$ cat config.mk
export PLATFORM = sky130hd
export DESIGN_NAME = y_window_sched
export DESIGN_NICKNAME = d
export VERILOG_FILES = /design/src/rtl/y_window_sched.sv
export SDC_FILE = /design/constraint.sdc
export NUM_CORES = 1
export LEC_CHECK = 0
export CORE_MARGIN = 5
export CORE_UTILIZATION = 45
export DETAILED_ROUTE_END_ITERATION = 6
export MAX_ROUTING_LAYER = met4
export REMOVE_ABC_BUFFERS = 1
export SLEW_MARGIN = 20
export SYNTH_ARGS = -nofsm -noshare
export SYNTH_HDL_FRONTEND = slang
export SYNTH_SLANG_ARGS = --single-unit
$ cat constraint.sdc
create_clock -name i_clock -period 4.6 [get_ports i_clock]
set_input_delay 0.69 -clock i_clock [delete_from_list [all_inputs] [get_ports i_clock]]
set_output_delay 0.69 -clock i_clock [all_outputs]
set_load 0.01 [all_outputs]
$ cat src/rtl/y_window_sched.sv
// Sequencer for the 5-row vertical filter window: line-buffer write select, filter hsel/validin, end-of-frame drain and result position tags.
// Optional build macro YWIN_SCHED_STATS_EN adds frame and error counters.
module y_window_sched #(
  parameter int WIDTH  = 640,
  parameter int HEIGHT = 480,
  parameter int COL_W  = 10,
  parameter int ROW_W  = 9
) (
  input  logic             i_clock,
  input  logic             i_reset,
  input  logic             i_sof,
  input  logic             i_pix_valid,
  output logic [4:0]       o_wr_en,
  output logic [COL_W-1:0] o_col,
  output logic [2:0]       o_hsel,
  output logic             o_win_valid,
  output logic             o_res_valid,
  output logic [COL_W-1:0] o_res_col,
  output logic [ROW_W-1:0] o_res_row,
  output logic             o_res_eol,
  output logic             o_res_eof,
  output logic             o_busy,
  output logic             o_frame_done,
  output logic             o_err
`ifdef YWIN_SCHED_STATS_EN
  ,
  output logic [15:0]      o_frame_cnt,
  output logic [7:0]       o_err_cnt
`endif
);

  typedef enum logic [1:0] {S_IDLE, S_FILL, S_RUN, S_DRAIN} state_t;

  typedef struct packed {
    logic             vld;
    logic [COL_W-1:0] col;
    logic [ROW_W-1:0] row;
    logic             eol;
    logic             eof;
  } tag_t;

  localparam logic [COL_W-1:0] LAST_COL = COL_W'(WIDTH - 1);
  localparam logic [ROW_W-1:0] LAST_ROW = ROW_W'(HEIGHT - 1);

  state_t           r_state, w_state_nxt;
  logic [COL_W-1:0] r_col, w_col, w_col_nxt;
  logic [ROW_W-1:0] r_row, w_row, w_row_nxt;
  logic [2:0]       r_wp, w_wp, w_wp_nxt;
  logic [2:0]       r_dcnt, w_dcnt_nxt;
  logic             r_err;
  tag_t             r_tag [5];
  tag_t             w_tag_in;
  logic             w_live, w_run_or_fill, w_restart, w_accept, w_drop, w_home;
  logic             w_eol, w_win_valid, w_frame_done;

  // A restart (sof mid-frame) or a fresh start forces the pixel position to (0,0), wp 0.
  always_comb begin
    w_live        = ~i_reset;
    w_run_or_fill = (r_state == S_FILL) || (r_state == S_RUN);
    w_restart     = w_live & i_sof & i_pix_valid & w_run_or_fill;
    w_accept      = w_live & i_pix_valid & (w_run_or_fill | ((r_state == S_IDLE) & i_sof));
    w_drop        = w_live & i_pix_valid & (r_state == S_DRAIN);
    w_home        = (r_state == S_IDLE) | w_restart;
    w_col         = w_home ? '0 : r_col;
    w_row         = w_home ? '0 : r_row;
    w_wp          = w_home ? 3'd0 : r_wp;
    w_eol         = (w_col == LAST_COL);
    w_win_valid   = w_live & (((r_state == S_RUN) & i_pix_valid & ~i_sof) | (r_state == S_DRAIN));
    w_frame_done  = w_win_valid & (r_state == S_DRAIN) & (r_dcnt == 3'd4);
    w_tag_in      = '0;
    if (r_state == S_RUN) begin
      w_tag_in.vld = 1'b1;
      w_tag_in.col = r_col;
      w_tag_in.row = r_row - ROW_W'(2);
      w_tag_in.eol = w_eol;
      w_tag_in.eof = w_eol & (r_row == LAST_ROW);
    end
  end

  always_comb begin
    w_state_nxt = r_state;
    w_col_nxt   = r_col;
    w_row_nxt   = r_row;
    w_wp_nxt    = r_wp;
    w_dcnt_nxt  = r_dcnt;
    if (w_accept) begin
      w_state_nxt = w_home ? S_FILL : r_state;
      if (w_eol) begin
        w_col_nxt = '0;
        w_row_nxt = w_row + ROW_W'(1);
        w_wp_nxt  = (w_wp == 3'd4) ? 3'd0 : w_wp + 3'd1;
        if (w_row == LAST_ROW) begin
          w_state_nxt = S_DRAIN;
          w_row_nxt   = '0;
          w_dcnt_nxt  = '0;
        end else if (w_row == ROW_W'(3)) begin
          w_state_nxt = S_RUN;
        end
      end else begin
        w_col_nxt = w_col + COL_W'(1);
        w_row_nxt = w_row;
        w_wp_nxt  = w_wp;
      end
    end else if (r_state == S_DRAIN) begin
      w_dcnt_nxt = r_dcnt + 3'd1;
      if (r_dcnt == 3'd4) begin
        w_state_nxt = S_IDLE;
        w_dcnt_nxt  = '0;
      end
    end
  end

  always_ff @(posedge i_clock) begin
    if (i_reset) begin
      r_state <= S_IDLE;
      r_col   <= '0;
      r_row   <= '0;
      r_wp    <= '0;
      r_dcnt  <= '0;
      r_err   <= 1'b0;
      for (int i = 0; i < 5; i++) r_tag[i] <= '0;
    end else begin
      r_state <= w_state_nxt;
      r_col   <= w_col_nxt;
      r_row   <= w_row_nxt;
      r_wp    <= w_wp_nxt;
      r_dcnt  <= w_dcnt_nxt;
      if (w_restart || w_drop) r_err <= 1'b1;
      // Tags track the filter pipeline, so they only move when the filter does.
      if (w_win_valid) begin
        r_tag[0] <= w_tag_in;
        for (int i = 1; i < 5; i++) r_tag[i] <= r_tag[i-1];
      end
    end
  end

  assign o_wr_en      = w_accept ? (5'b00001 << w_wp) : 5'b00000;
  assign o_col        = w_live ? w_col : '0;
  assign o_hsel       = (w_live && (r_state != S_IDLE)) ? ((w_wp == 3'd4) ? 3'd0 : w_wp + 3'd1) : 3'd0;
  assign o_win_valid  = w_win_valid;
  assign o_res_valid  = w_win_valid & r_tag[4].vld;
  assign o_res_col    = r_tag[4].col;
  assign o_res_row    = r_tag[4].row;
  assign o_res_eol    = r_tag[4].eol;
  assign o_res_eof    = r_tag[4].eof;
  assign o_busy       = (r_state != S_IDLE);
  assign o_frame_done = w_frame_done;
  assign o_err        = r_err;

`ifdef YWIN_SCHED_STATS_EN
  logic [15:0] r_frame_cnt;
  logic [7:0]  r_err_cnt;

  always_ff @(posedge i_clock) begin
    if (i_reset) begin
      r_frame_cnt <= '0;
      r_err_cnt   <= '0;
    end else begin
      if (w_frame_done) r_frame_cnt <= r_frame_cnt + 16'd1;
      if ((w_restart || w_drop) && (r_err_cnt != 8'hFF)) r_err_cnt <= r_err_cnt + 8'd1;
    end
  end

  assign o_frame_cnt = r_frame_cnt;
  assign o_err_cnt   = r_err_cnt;
`endif

endmodule

==> metrics.md, run 1 <==
| Metric | Value |
|---|---|
| Pwr/cell area | 388.9 nW/um^2 |
| Pre-CTS setup slack | 582.8 ps |
| Wire per inst | 14.45 um |
| FMAX | 246.2 MHz |
| CP endpoint kind | primary output |
| Clock tree buffer depth | 2 |
| ANT cells | 0 |
| Boundary pin count | 48 |
| Finished Layout Cells | 744 |
| First-pass GRT wire length | 18200 um |
| Pleak | 2.758 nW |
| RSZ-0062 raised after global routing | no |
| Worst-path maximum fanout | 8 |
| Routability Congestion | 0.8730 |
| Layout cells sized above 1 | 8.511% |
| Final Worst Setup Slack | 537.6 ps |
| Final HPWL DP | 6600 um |
| Total track usage | 14.47% |
| Gr ovfl total | 0 |
| H-tree Lvls | 4 |
| Asr flop ratio synth | 0% |
| Starting Density | 45.23% |
| Row count | 43 |
| Max IR drop VDD | 186.8 uV |
| Synthesized cell area | 6206 sq um |
| Slew of the pin with the lowest slew margin | 926.4 ps |
| Vias in the first global route | 3779 |
| Synth area leaders | edfxtp_1, and2_1, dfxtp_1, ha_1, buf_4 |
| DR DRC count | 0 |
| Total Power | 0.002831 W |
| Clock Tree Root | clkbuf_16 |
| Synth Area per Inst | 11.82 sq um |
| Post-synth EDFFs | 110 |
| Core Area | 13720 sq um |
| Buffers on Ports | 47 |
| Hold buffers post-CTS | 0 |
| Arrival @ worst endpoint | 3370 ps |
| Endpoints failing hold | 0 |
| Drt pass-1 iters | 4 |
| Critical Path RT | 3910 ps |
| Hold WC Path Type | register to register |
| Critical path startpoint category | input pin |
| Setup TNS | 0 ps |
| TritonCTS clock tree | built |
| Status | finished clean |
| Via count | 3845 |
| Most frequent cells in the layout | edfxtp_1, and2_1, clkdlybuf4s50_1 |
| Placed cells | 712 |
| Synth area leader | edfxtp_1 |
| Pin count of the biggest net entering global routing | 97 |
| Final ANT Viol Nets | 0 |
| Initial antenna violation count | 0 |
| Area grow syn2layout | 17.30% |
| Clock transition at path regs | 60 ps |
| Die area | 16240 sq um |
| WHS | 476.1 ps |
| Vias/cell | 5.168 |
| Final min period | 4062 ps |
| Layout Nets | 568 |
| Die Span Y | 127.4 um |
| Yosys Warn Count | 0 |
| Clk_lat worst skew | 410 ps |
| Fin crit share | 88.31% |
| Register area share after synthesis | 62.26% |
| Die X | 127.4 um |
| Reg2Reg Setup Slack | 1150 ps |
| Drt total wl | 10750 um |
| Slew HR | 38.18% |
| Register bit total from synthesis | 138 |
| Crit Path Category | input pin to primary output |
| Cts bufs inserted | 17 |
| Worst Skew | 8.137 ps |
| Syn Inst Count | 525 |
| TritonCTS sink count | 138 |
| Post-CTS setup buffer count | 0 |
| Commonest non-fill, non-tap cell in the layout | edfxtp_1 |
| Slew Limit Fails | 0 |
| Setup-failing EPs final | 0 |
| Top FF cell, synth | edfxtp_1 |
| PostCTS Resize Cnt | 0 |
| Synth top area share | 53.23% |
| Max Cap Viol | 0 |
| Initial DRC count | 419 |
| Distinct cells, synth | 50 |
[layer usage]
layer / GRT usage, % / share of wire (%) / up-vias
li1: - / - / 1905
met3: 3.930 / 4.5 / 22
met4: 8.328 / 2.3 / 0
met5: - / 0 / -
met2: 22.73 / 50 / 99
met1: 16.74 / 43 / 1819
[kinds of logic after synthesis]
| group | Yosys count | share of synthesized area (%) |
|---|---|---|
| compound gates | 67 | 6.714 |
| xor+xnor | 6 | 0.8468 |
| fa+ha+maj | 13 | 2.621 |
| buf+inv | 64 | 5.383 |
| flops | 138 | 62.26 |
| mux | 1 | 0.1613 |
| simple gates | 236 | 22.02 |
[final cells by class]
type	count	area (sq um)
Sequential cell	138	3864
Tap cell	180	225.2
Clock inverter	13	128.9
Clock buffer	19	432.9
Multi-Input combinational cell	323	2034
Inverter	15	56.30
Timing Repair Buffer	56	538.0
Fill cell	1166	6440
[synth_stat cells (all sizes together), types with 10 or more instances]
library cell / number
a21oi: 20
and2: 103
and3: 19
buf: 23
clkbuf: 26
dfxtp: 28
edfxtp: 110
ha: 13
inv: 15
nand2: 28
nand3: 17
nor2: 27
nor4: 10
o21ai: 20
[power by group]
group          internal, W  switching (W)  total, W
Sequential         0.00140      0.0000115   0.00141
Clock             0.000790       0.000492   0.00128
Combinational    0.0000489      0.0000888  0.000138
[critical path, cell delays in order]
cell and delay [ps]:
clkdlybuf4s50_1 590, and4b_1 250, nor2_1 60, buf_4 190, nand2_1 140, inv_1 110, ha_1 210, ha_1 290
nor4_1 250, clkdlybuf4s50_1 590
[stage by stage]
stage	instance area [sq um]	util, %
final	7279	53.06
after global routing	7279	53.06
after CTS	7273	53.01
after detailed placement	6711	48.92
after global placement	6711	48.92
after floorplan	5928	-
[worst paths after layout]
path,from,to,cells after the start
hold / removal,o_err$_SDFFE_PP0P_,o_err$_SDFFE_PP0P_,2
setup reg to reg,r_state[1]$_SDFFE_PP0P_,r_row[8]$_SDFFE_PP0P_,13
hold reg to reg,o_err$_SDFFE_PP0P_,o_err$_SDFFE_PP0P_,2
setup / recovery,i_pix_valid,o_hsel[2],10
[sequential cells by signal, summed over array words and instances, names as in the netlist]
signal	cells
r_dcnt	3
r_state	2
r_wp	3
r_row	9
o_err	1
r_col	10
r_tag	110
No activity file was read; power rests on OpenSTA's default activity.
==> run 2, diff against run 1 <==
Settings changed: CORE_ASPECT_RATIO from default to 2, PLACE_DENSITY from default to 0.67.
Clock period 4.6 ns to 3.25 ns, I/O delays scaled along.
==> metrics.md, run 2 (synthesis results as in run 1) <==
| Metric | Value |
|---|---|
| TritonCTS sink count | 138 (unchanged) |
| Via count | 4026 (+4.7%) |
| Pleak | 3.018 nW (+9.4%) |
| Post-CTS setup buffer count | 0 (unchanged) |
| Die X | 93.04 um (-27%) |
| CP endpoint kind | primary output |
| Slew of the pin with the lowest slew margin | 621.4 ps (-305.0 ps) |
| Crit Path Category | register to primary output |
| Clock Tree Root | clkbuf_16 |
| Slew Limit Fails | 0 (unchanged) |
| Gr ovfl total | 0 (unchanged) |
| Max IR drop VDD | 438.1 uV (+130%) |
| Register area | 3864 sq um (unchanged) |
| FF-to-FF Start | r_state[0]$_SDFFE_PP0P_ |
| Sink of the worst hold path | o_err$_SDFFE_PP0P_ |
| Worst Skew | 8.830 ps (+0.6930 ps) |
| Multi-input gate area | 2047 sq um (+0.61%) |
| Drt total wl | 11870 um (+10%) |
| Starting Density | 45.93% (+0.69 points) |
| Hold WC Path Type | register to register |
| Status | finished clean |
| Routability Congestion | 0.9085 (+4.1%) |
| Total Power | 0.004122 W (+46%) |
| First-pass GRT wire length | 19820 um (+8.9%) |
| Final min period | 3085 ps |
| ANT cells | 0 (unchanged) |
| Fin crit share | 94.92% |
| Worst Hold Path Cells | 2 (unchanged) |
| DP Area | 6960 sq um (+3.7%) |
| Boundary pin count | 48 (unchanged) |
| Finished Layout Cells | 753 (+1.2%) |
| Number of flip-flops under the largest register name | 110 (unchanged) |
| Endpoints failing hold | 0 (unchanged) |
| CP most frequent cell | ha_1 |
| Die Span Y | 176.1 um (+38%) |
| RSZ-0062 raised after global routing | no |
| Die area | 16380 sq um (+0.88%) |
| DR DRC count | 0 (unchanged) |
| Clk_lat worst skew | 410 ps (about the same) |
| Hold wc startpoint | o_err$_SDFFE_PP0P_ |
| Area grow syn2layout | 21.98% |
| Drt pass-1 iters | 4 (unchanged) |
| Largest regs | r_tag (110), r_col (10), r_row (9) |
| Largest delay share family, worst path | buffers and inverters |
| Vias/cell | 5.347 (+3.5%) |
| Buffers on Ports | 47 (unchanged) |
| Cts bufs inserted | 17 (unchanged) |
| Core Area | 13510 sq um (-1.5%) |
| Max Cap Viol | 0 (unchanged) |
| Clock share of power | 46.1% (+0.8 points) |
| PostCTS Resize Cnt | 4 (+4) |
| Largest stage delay, worst path | 470 ps (-120 ps) |
| Worst path cell trace | inv_1, ha_1, and4b_1, nor2_4, nand2_1, buf_4, ha_1, and3_1, clkdlybuf4s50_1 |
| Placed cells | 721 (+1.3%) |
| Setup-failing EPs final | 0 (unchanged) |
| Filler cells | 1143 (-2.0%) |
| Sequential share of power | 48.4% (-1.4 points) |
| Final HPWL DP | 8124 um (+23%) |
| Final ANT Viol Nets | 0 (unchanged) |
| Arrival @ worst endpoint | 2600 ps (-770 ps) |
| Pin count of the biggest net entering global routing | 111 (+14%) |
| RR Endpoint | r_state[0]$_SDFFE_PP0P_ |
| Clock transition at path regs | 60 ps (about the same) |
| Hold buffers post-CTS | 0 (unchanged) |
| Critical path startpoint category | register |
| Layout cells sized above 1 | 14.88% (+6.4 points) |
| Wire per inst | 15.76 um (+9.1%) |
| TritonCTS clock tree | built |
| CP Buf/Inv Count | 3 (-1) |
| Worst-path maximum fanout | 4 (-4) |
| Initial DRC count | 168 (-60%) |
| Design Area, Final | 7570 sq um (+4.0%) |
| Vias in the first global route | 4141 (+9.6%) |
| Reg2Reg Setup Slack | 250 ps (-900 ps) |
| P_int | 0.003217 W (+44%) |
| Pwr/cell area | 544.5 nW/um^2 (+40%) |
| Initial antenna violation count | 0 (unchanged) |
| Crit-path slowest cell | clkdlybuf4s50_1 |
| H-tree Lvls | 4 (unchanged) |
| Switching Fraction | 21.95% (+1.0 points) |
| Total track usage | 15.93% (+1.5 points) |
| Row count | 60 (+40%) |
| Layout Nets | 602 (+6.0%) |
| Commonest non-fill, non-tap cell in the layout | edfxtp_1 |
| Critical Path RT | 2760 ps (-1150 ps) |
| Switch Pwr | 0.0009045 W (+53%) |
| Setup TNS | 0 ps (unchanged) |
| Gate power share | 5.4% (+0.5 points) |
| R2R depth | 13 (unchanged) |
| FMAX | 324.2 MHz |
| Most frequent cells in the layout | edfxtp_1, and2_1, clkdlybuf4s50_1, buf_4, dfxtp_1 |
| Clock tree buffer depth | 2 (unchanged) |
| Slew HR | 58.19% (+20 points) |
| Most flops, register | r_tag |
## run 2: per-layer routing
metal / vias up / global-route usage [%] / share of wire (%)
met3: 38 / 3.881 / 3.6
li1: 1972 / - / -
met1: 1897 / 15.23 / 36
met2: 119 / 28.32 / 56
met5: - / - / 0
met4: 0 / 9.541 / 4.5
## run 2: worst max path at each step
stage                                        from                        end  slack [ps]  cells after the start
after floorplan           r_state[1]$_SDFFE_PP0P_  r_tag[0][0]$_SDFFCE_PN0P_        -750                      5
after global placement                    i_reset      r_row[8]$_SDFFE_PP0P_        -140                     13
after detailed placement                  i_reset                  o_hsel[2]        -220                      9
after CTS                 r_state[0]$_SDFFE_PP0P_                  o_hsel[1]           2                      9
after global routing      r_state[0]$_SDFFE_PP0P_                  o_hsel[0]          20                     10
final                     r_state[0]$_SDFFE_PP0P_                 o_wr_en[0]         170                      9
## run 2: tightest hold or removal path, stage by stage, from the launching register on
cell	delay, ps
dfxtp_1	330
a21oi_1	40
nor2_1	70
## run 2: layout make-up
cell class	count	share of cell area [%]
Clock inverter	14	2.132
Tap cell	155	2.562
Timing Repair Buffer	90	10.81
Inverter	15	0.7438
Sequential cell	138	51.04
Clock buffer	18	5.669
Multi-Input combinational cell	323	27.04
## run 2: power by group through the flow
stage | registers (W) | clock network [W] | logic, W
6_report | 0.00200 | 0.00190 | 0.000224
5_1_grt | 0.00200 | 0.00203 | 0.000245
4_1_cts | 0.00200 | 0.00194 | 0.000225
3_5_place_dp | 0.00203 | 0 | 0.000223
3_3_place_gp | 0.00203 | 0 | 0.000220
2_1_floorplan | 0.00205 | 0 | 0.0000933
## run 2: stage by stage
step / setup WS (ps) / hold slack, ps / utilization [%]
floorplan: -752.6 / 442.1 / -
global placement: -142.8 / 464.2 / 51.51
detailed placement: -221.3 / 464.5 / 51.51
CTS: 1.769 / 483.7 / 55.92
global route: 21.13 / 499.1 / 56.02
finish: 165.1 / 479.0 / 56.02
